## config.mk

```make
export PLATFORM = sky130hd
export DESIGN_NAME = ld_st_port_ctrl
export DESIGN_NICKNAME = d
export VERILOG_FILES = /design/src/rtl/ld_st_port_ctrl.sv
export SDC_FILE = /design/constraint.sdc
export NUM_CORES = 1
export LEC_CHECK = 0
export BUFFER_PORTS_ARGS = -buffer_cell sky130_fd_sc_hd__buf_2
export CAP_MARGIN = 20
export CORE_ASPECT_RATIO = 0.7
export CORE_UTILIZATION = 50
export DETAILED_ROUTE_END_ITERATION = 10
export PLACE_DENSITY = 0.91
export SYNTH_ARGS = -nofsm -noshare
export SYNTH_HDL_FRONTEND = slang
export SYNTH_SLANG_ARGS = --single-unit
```

## constraint.sdc

```tcl
create_clock -name clk -period 4 [get_ports clk]
set_clock_uncertainty 0.1 [all_clocks]
set_input_delay 0.2 -clock clk [delete_from_list [all_inputs] [get_ports clk]]
set_output_delay 0.2 -clock clk [all_outputs]
set_load 0.05 [all_outputs]
```

## src/rtl/ld_st_port_ctrl.sv

```systemverilog
// ld_st_port_ctrl: drains load/store buffer heads onto the single cache data port.
// Define LDST_CTRL_STARVE_EN to enable the store starvation counter.
module ld_st_port_ctrl #(
  parameter int DATA_WIDTH     = 32,
  parameter int ADDR_BITS      = 32,
  parameter int BLOCK_ID_START = 5,
  parameter int R_WIDTH        = 6,
  parameter int MICROOP        = 5,
  parameter int ROB_TICKET     = 3,
  parameter int STARVE_LIMIT   = 4
) (
  input  logic                  clk,
  input  logic                  rst_n,
  input  logic                  ld_valid,
  input  logic                  st_valid,
  input  logic                  ld_head_isfetched,
  input  logic                  st_head_isfetched,
  input  logic [ADDR_BITS-1:0]  ld_head_address,
  input  logic [ADDR_BITS-1:0]  st_head_address,
  input  logic [MICROOP-1:0]    ld_head_microop,
  input  logic [MICROOP-1:0]    st_head_microop,
  input  logic [R_WIDTH-1:0]    ld_head_dest,
  input  logic [ROB_TICKET-1:0] ld_head_ticket,
  input  logic [DATA_WIDTH-1:0] st_head_data,
  output logic                  ld_pop,
  output logic                  st_pop,
  output logic                  cache_req,
  output logic                  cache_we,
  output logic [ADDR_BITS-1:0]  cache_address,
  output logic [DATA_WIDTH-1:0] cache_wdata,
  output logic [MICROOP-1:0]    cache_microop,
  input  logic                  cache_gnt,
  input  logic                  cache_rvalid,
  input  logic [DATA_WIDTH-1:0] cache_rdata,
  output logic                  miss_req,
  output logic [ADDR_BITS-1:0]  miss_address,
  input  logic                  miss_ack,
  output logic                  wb_valid,
  output logic [DATA_WIDTH-1:0] wb_data,
  output logic [R_WIDTH-1:0]    wb_dest,
  output logic [ROB_TICKET-1:0] wb_ticket,
  output logic [MICROOP-1:0]    wb_microop
);

  typedef enum logic [1:0] {
    IDLE, ISSUE, LD_WAIT, LD_WB
  } state_t;

  state_t state, state_nx;

  logic                  lat_we;
  logic [ADDR_BITS-1:0]  lat_addr;
  logic [DATA_WIDTH-1:0] lat_data;
  logic [MICROOP-1:0]    lat_uop;
  logic [R_WIDTH-1:0]    lat_dest;
  logic [ROB_TICKET-1:0] lat_tkt;
  logic [DATA_WIDTH-1:0] lat_rdata;

  function automatic logic [ADDR_BITS-1:0] blk_of(
    input logic [ADDR_BITS-1:0] a
  );
    logic [ADDR_BITS-1:0] b;
    b = a;
    b[BLOCK_ID_START-1:0] = '0;
    return b;
  endfunction

  logic same_blk;
  logic ld_elig;
  logic st_elig;
  logic starve;
  logic pick_st;
  logic start;
  logic st_gnt;
  logic ld_gnt;

  assign same_blk = blk_of(ld_head_address)
                 == blk_of(st_head_address);
  // Same-block load waits behind the store (RAW).
  assign ld_elig = ld_valid & ld_head_isfetched
                 & ~(st_valid & same_blk);
  assign st_elig = st_valid & st_head_isfetched;
  assign start   = ld_elig | st_elig;
  assign st_gnt  = (state == ISSUE) & cache_gnt & lat_we;
  assign ld_gnt  = (state == ISSUE) & cache_gnt & ~lat_we;

`ifdef LDST_CTRL_STARVE_EN
  localparam int CW = $clog2(STARVE_LIMIT + 1);
  logic [CW-1:0] starve_cnt;

  always_ff @(posedge clk) begin
    if (!rst_n) begin
      starve_cnt <= '0;
    end else if (st_gnt) begin
      starve_cnt <= '0;
    end else if (ld_gnt && st_elig
                 && starve_cnt != CW'(STARVE_LIMIT)) begin
      starve_cnt <= starve_cnt + CW'(1);
    end
  end

  assign starve = (starve_cnt == CW'(STARVE_LIMIT));
`else
  assign starve = 1'b0;
`endif

  assign pick_st = st_elig & (~ld_elig | starve);

  always_ff @(posedge clk) begin
    if (!rst_n) state <= IDLE;
    else        state <= state_nx;
  end

  always_comb begin
    state_nx = state;
    case (state)
      IDLE:    if (start) state_nx = ISSUE;
      ISSUE:   if (cache_gnt)
                 state_nx = lat_we ? IDLE : LD_WAIT;
      LD_WAIT: if (cache_rvalid) state_nx = LD_WB;
      LD_WB:   state_nx = IDLE;
      default: state_nx = IDLE;
    endcase
  end

  always_comb begin
    cache_req = 1'b0;
    st_pop    = 1'b0;
    ld_pop    = 1'b0;
    wb_valid  = 1'b0;
    unique case (1'b1)
      (state == ISSUE): begin
        cache_req = 1'b1;
        st_pop    = lat_we & cache_gnt;
      end
      (state == LD_WB): begin
        ld_pop   = 1'b1;
        wb_valid = 1'b1;
      end
      default: ;
    endcase
  end

  always_ff @(posedge clk) begin
    if (!rst_n) begin
      lat_we    <= 1'b0;
      lat_addr  <= '0;
      lat_data  <= '0;
      lat_uop   <= '0;
      lat_dest  <= '0;
      lat_tkt   <= '0;
      lat_rdata <= '0;
    end else begin
      if (state == IDLE && start) begin
        lat_we <= pick_st;
        if (pick_st) begin
          lat_addr <= st_head_address;
          lat_data <= st_head_data;
          lat_uop  <= st_head_microop;
          lat_dest <= '0;
          lat_tkt  <= '0;
        end else begin
          lat_addr <= ld_head_address;
          lat_data <= '0;
          lat_uop  <= ld_head_microop;
          lat_dest <= ld_head_dest;
          lat_tkt  <= ld_head_ticket;
        end
      end
      if (state == LD_WAIT && cache_rvalid)
        lat_rdata <= cache_rdata;
    end
  end

  assign cache_we      = lat_we;
  assign cache_address = lat_addr;
  assign cache_wdata   = lat_data;
  assign cache_microop = lat_uop;
  assign wb_data       = lat_rdata;
  assign wb_dest       = lat_dest;
  assign wb_ticket     = lat_tkt;
  assign wb_microop    = lat_uop;

  logic                 ld_ms;
  logic                 st_ms;
  logic                 m_busy;
  logic                 m_side;
  logic [ADDR_BITS-1:0] m_addr;
  logic                 ld_cand;
  logic                 st_cand;
  logic                 m_done;
  logic                 ld_ms_set;
  logic                 st_ms_set;

  assign ld_cand = ld_valid & ~ld_head_isfetched & ~ld_ms;
  assign st_cand = st_valid & ~st_head_isfetched & ~st_ms;
  assign m_done  = m_busy & miss_ack;

  // One refill covers both heads when they share the block.
  assign ld_ms_set = m_done & (~m_side
    | (ld_valid & blk_of(ld_head_address) == m_addr));
  assign st_ms_set = m_done & (m_side
    | (st_valid & blk_of(st_head_address) == m_addr));

  always_ff @(posedge clk) begin
    if (!rst_n) begin
      m_busy <= 1'b0;
      m_side <= 1'b0;
      m_addr <= '0;
    end else if (m_busy) begin
      if (miss_ack) m_busy <= 1'b0;
    end else if (ld_cand || st_cand) begin
      m_busy <= 1'b1;
      m_side <= ~ld_cand;
      m_addr <= ld_cand ? blk_of(ld_head_address)
                        : blk_of(st_head_address);
    end
  end

  always_ff @(posedge clk) begin
    if (!rst_n) begin
      ld_ms <= 1'b0;
      st_ms <= 1'b0;
    end else begin
      ld_ms <= ld_pop ? 1'b0 : (ld_ms | ld_ms_set);
      st_ms <= st_pop ? 1'b0 : (st_ms | st_ms_set);
    end
  end

  assign miss_req     = m_busy;
  assign miss_address = m_addr;

endmodule

```

==> impl_metrics.json <==
{
  "place.gp.congestion": 1.089,
  "boundaryPins": 309,
  "worstPathArrival_ns": 2.92,
  "peakVddDrop_v": 0.0003118,
  "cts_resized": 0,
  "p_int_mw": 2.999,
  "tns_ns": 0,
  "synthTopCellsByArea": "dfxtp_1, mux2i_1, xnor2_1",
  "core_area_um2": 13270,
  "synth_edf_count": 0,
  "h-tree-depth": 4,
  "ys_types": 34,
  "switching_share_pct": 34.79,
  "max_cap_violations": 0,
  "min_path_type": "primary input to flop",
  "fin_util_pct": 74.31,
  "clock_sinks": 144,
  "grt_max_degree": 96,
  "seq_area_frac_synth_pct": 41.91,
  "syn_inst": 751,
  "grt_pass1_vias": 6909,
  "drt_iter0_drc": 484,
  "synthFlopType": "dfxtp_1",
  "grt_usage_pct": 34.95,
  "final.period_utilization_pct": 66.90,
  "setup_violations": 0,
  "netlist.area_leader.share_pct": 41.91,
  "power_frac_clock_pct": 38.6,
  "holdWs_ns": 0.07386,
  "ctsLongestPathBuffers": 2,
  "crit_type": "primary input to flop",
  "layout-drive-gt1-share_pct": 32.04,
  "die_y_um": 100.1,
  "rrSetupSlack_ns": 1.43,
  "worstPathMaxFanout": 33,
  "critPathLaunchType": "primary input",
  "path_clk_slew_ns": 0.06,
  "fin_ws_ns": 1.324,
  "yosys.area.top_type": "dfxtp_1",
  "syn_area_per_cell_um2": 9.158,
  "fp.dieW_um": 142.2,
  "switchingPower_mw": 1.600,
  "synth.most_common_cell": "dfxtp_1",
  "gr-total-overflow": 0,
  "post_drt_wl_per_cell_um": 19.51,
  "cp.required_ns": 4.25,
  "combPwrFrac_pct": 25.8,
  "finalNetCount": 1248,
  "tightestPinTransition_ns": 1.120,
  "hold_buffers": 74,
  "vias": 7365,
  "cts_root_buf": "clkbuf_16",
  "rows": 35,
  "endpoint_kind": "flop",
  "port_buffers": 303,
  "totalWireLength_um": 25210,
  "antenna_found_initial": 0,
  "slew_headroom_pct": 25.34,
  "ys_ff_latch": 144,
  "rsz0062_at_grt": "no",
  "power_density_nw_per_um2": 466.4,
  "leakage_nw": 4.540,
  "seq_power_share_pct": 35.6,
  "outcome": "finished, final reports clean",
  "cts_buffers": 17,
  "post-route-drc-count": 0,
  "post-cts-setup-buffer-count": 0,
  "syn_to_final_growth_pct": 43.37,
  "cts_tree": "done",
  "yosysWarnings": 0,
  "hold_viol_final": 0,
  "synth_common_cells": "dfxtp_1, nand2_1, xnor2_1, mux2i_1, clkbuf_1",
  "finalMaxSlewViolations": 0,
  "synthArstFlopShare_pct": 0,
  "post-dp-hpwl_um": 16760,
  "layout_min_cycle_time_ns": 2.676,
  "clk-insertion-delay-late_ns": 0.41,
  "start_util_pct": 51.83,
  "dp_slack_ns": 1.109,
  "fmax_ghz": 0.3737,
  "grt_pass1_wl_um": 37970,
  "drt_pass1_iterations": 5,
  "die_area_um2": 14240,
  "ant_nets": 0,
  "syn-cell-area_um2": 6878,
  "avgViaCountPerCell": 5.700
}
-- metrics by stage --
step / total power, mW / cell area, um^2 / std cells
floorplan: 2.416 / 6893 / 755
global placement: 2.736 / 8423 / 1183
detailed placement: 2.757 / 8423 / 1183
CTS: 4.582 / 9828 / 1289
global route: 4.761 / 9856 / 1290
finish: 4.599 / 9861 / 1292
-- placed cells by master (no fill, tap or decap), types with 2 or more instances in the layout --
cell           instances
nand2_1               89
a211oi_1              30
xnor2_1               65
conb_1                 5
dfxtp_1              144
xor2_1                16
clkbuf_16             17
nor2_1                33
a22o_1                32
nor4_1                 7
inv_8                  3
nor3_1                 2
nand4_1               18
inv_6                  5
o22ai_1               10
dlygate4sd3_1         74
o21ai_0               38
clkinv_8               2
diode_2                2
o21a_1                37
bufinv_16              4
buf_2                303
a21oi_1               36
inv_1                  2
mux2i_1               64
nor2b_1                2
buf_4                 10
o221ai_1              37
and2_1                 3
-- final cells by class --
class / instances / area [um^2]
multi-input cells: 538 / 3706
fillers: 950 / 3408
flip-flops and latches: 144 / 2883
repair buffers: 388 / 2360
clock buffers: 17 / 425.4
clock inverters: 15 / 239.0
well taps: 185 / 231.5
inverters: 3 / 11.26
diodes: 2 / 5.005
-- per-layer routing --
layer / part of all wire (%) / routed length (um) / track usage [%] / vias up
met4: 2.8 / 705 / 11.83 / 0
met1: 41 / 10450 / 44.94 / 3458
met5: 0 / 0 / 0 / -
met3: 10 / 2580 / 10.73 / 58
met2: 46 / 11470 / 55.77 / 443
li1: - / - / - / 3406
-- power by group through the flow --
stage / registers [mW] / logic [mW] / clock network [mW]
after floorplan: 2.00 / 0.419 / 0
after global placement: 1.66 / 1.08 / 0
after detailed placement: 1.66 / 1.10 / 0
after CTS: 1.63 / 1.16 / 1.79
after global routing: 1.64 / 1.24 / 1.87
final: 1.63 / 1.19 / 1.78
-- sequential cells by signal, indices dropped and copies added, names as in the netlist, named ones only --
register and cells:
cache_microop 5, cache_wdata 32, wb_ticket 3, miss_req 1
wb_dest 6, m_side 1, cache_we 1, wb_data 32
ld_ms 1, cache_address 32, st_ms 1, miss_address 27
state 1
-- kinds of logic (layout without fill, tap and decap cells) --
kind of cell | Yosys count | after routing | share of synthesized area [%]
AO/OA/AOI/OAI | 224 | 224 | 22.90
AND/OR/NAND/NOR | 164 | 164 | 10.51
flip-flops | 144 | 144 | 41.91
XOR/XNOR | 81 | 81 | 10.31
buffers and inverters | 73 | 423 | 4.984
multiplexers | 64 | 64 | 9.314
other | 1 | 7 | 0.05452
-- critical path, stage by stage --
cell      delay (ns)
buf_2           0.14
xnor2_1         0.49
nand4_1         0.28
nor4_2          0.55
nand3_2         0.36
a211oi_4        0.31
buf_4           0.36
a22o_1          0.21
-- path summary, 6_finish.rpt --
kind	startpoint	to	cells past startpoint
max	st_head_address[30]	cache_wdata[10]$_SDFFE_PN0P_	8
min	cache_gnt	state[0]$_SDFFE_PN0P_	4
max reg2reg	state[0]$_SDFFE_PN0P_	cache_address[15]$_SDFFE_PN0P_	8
min reg2reg	wb_data[25]$_SDFFE_PN0P_	wb_data[25]$_SDFFE_PN0P_	2
No activity file was read; power rests on OpenSTA's default activity.
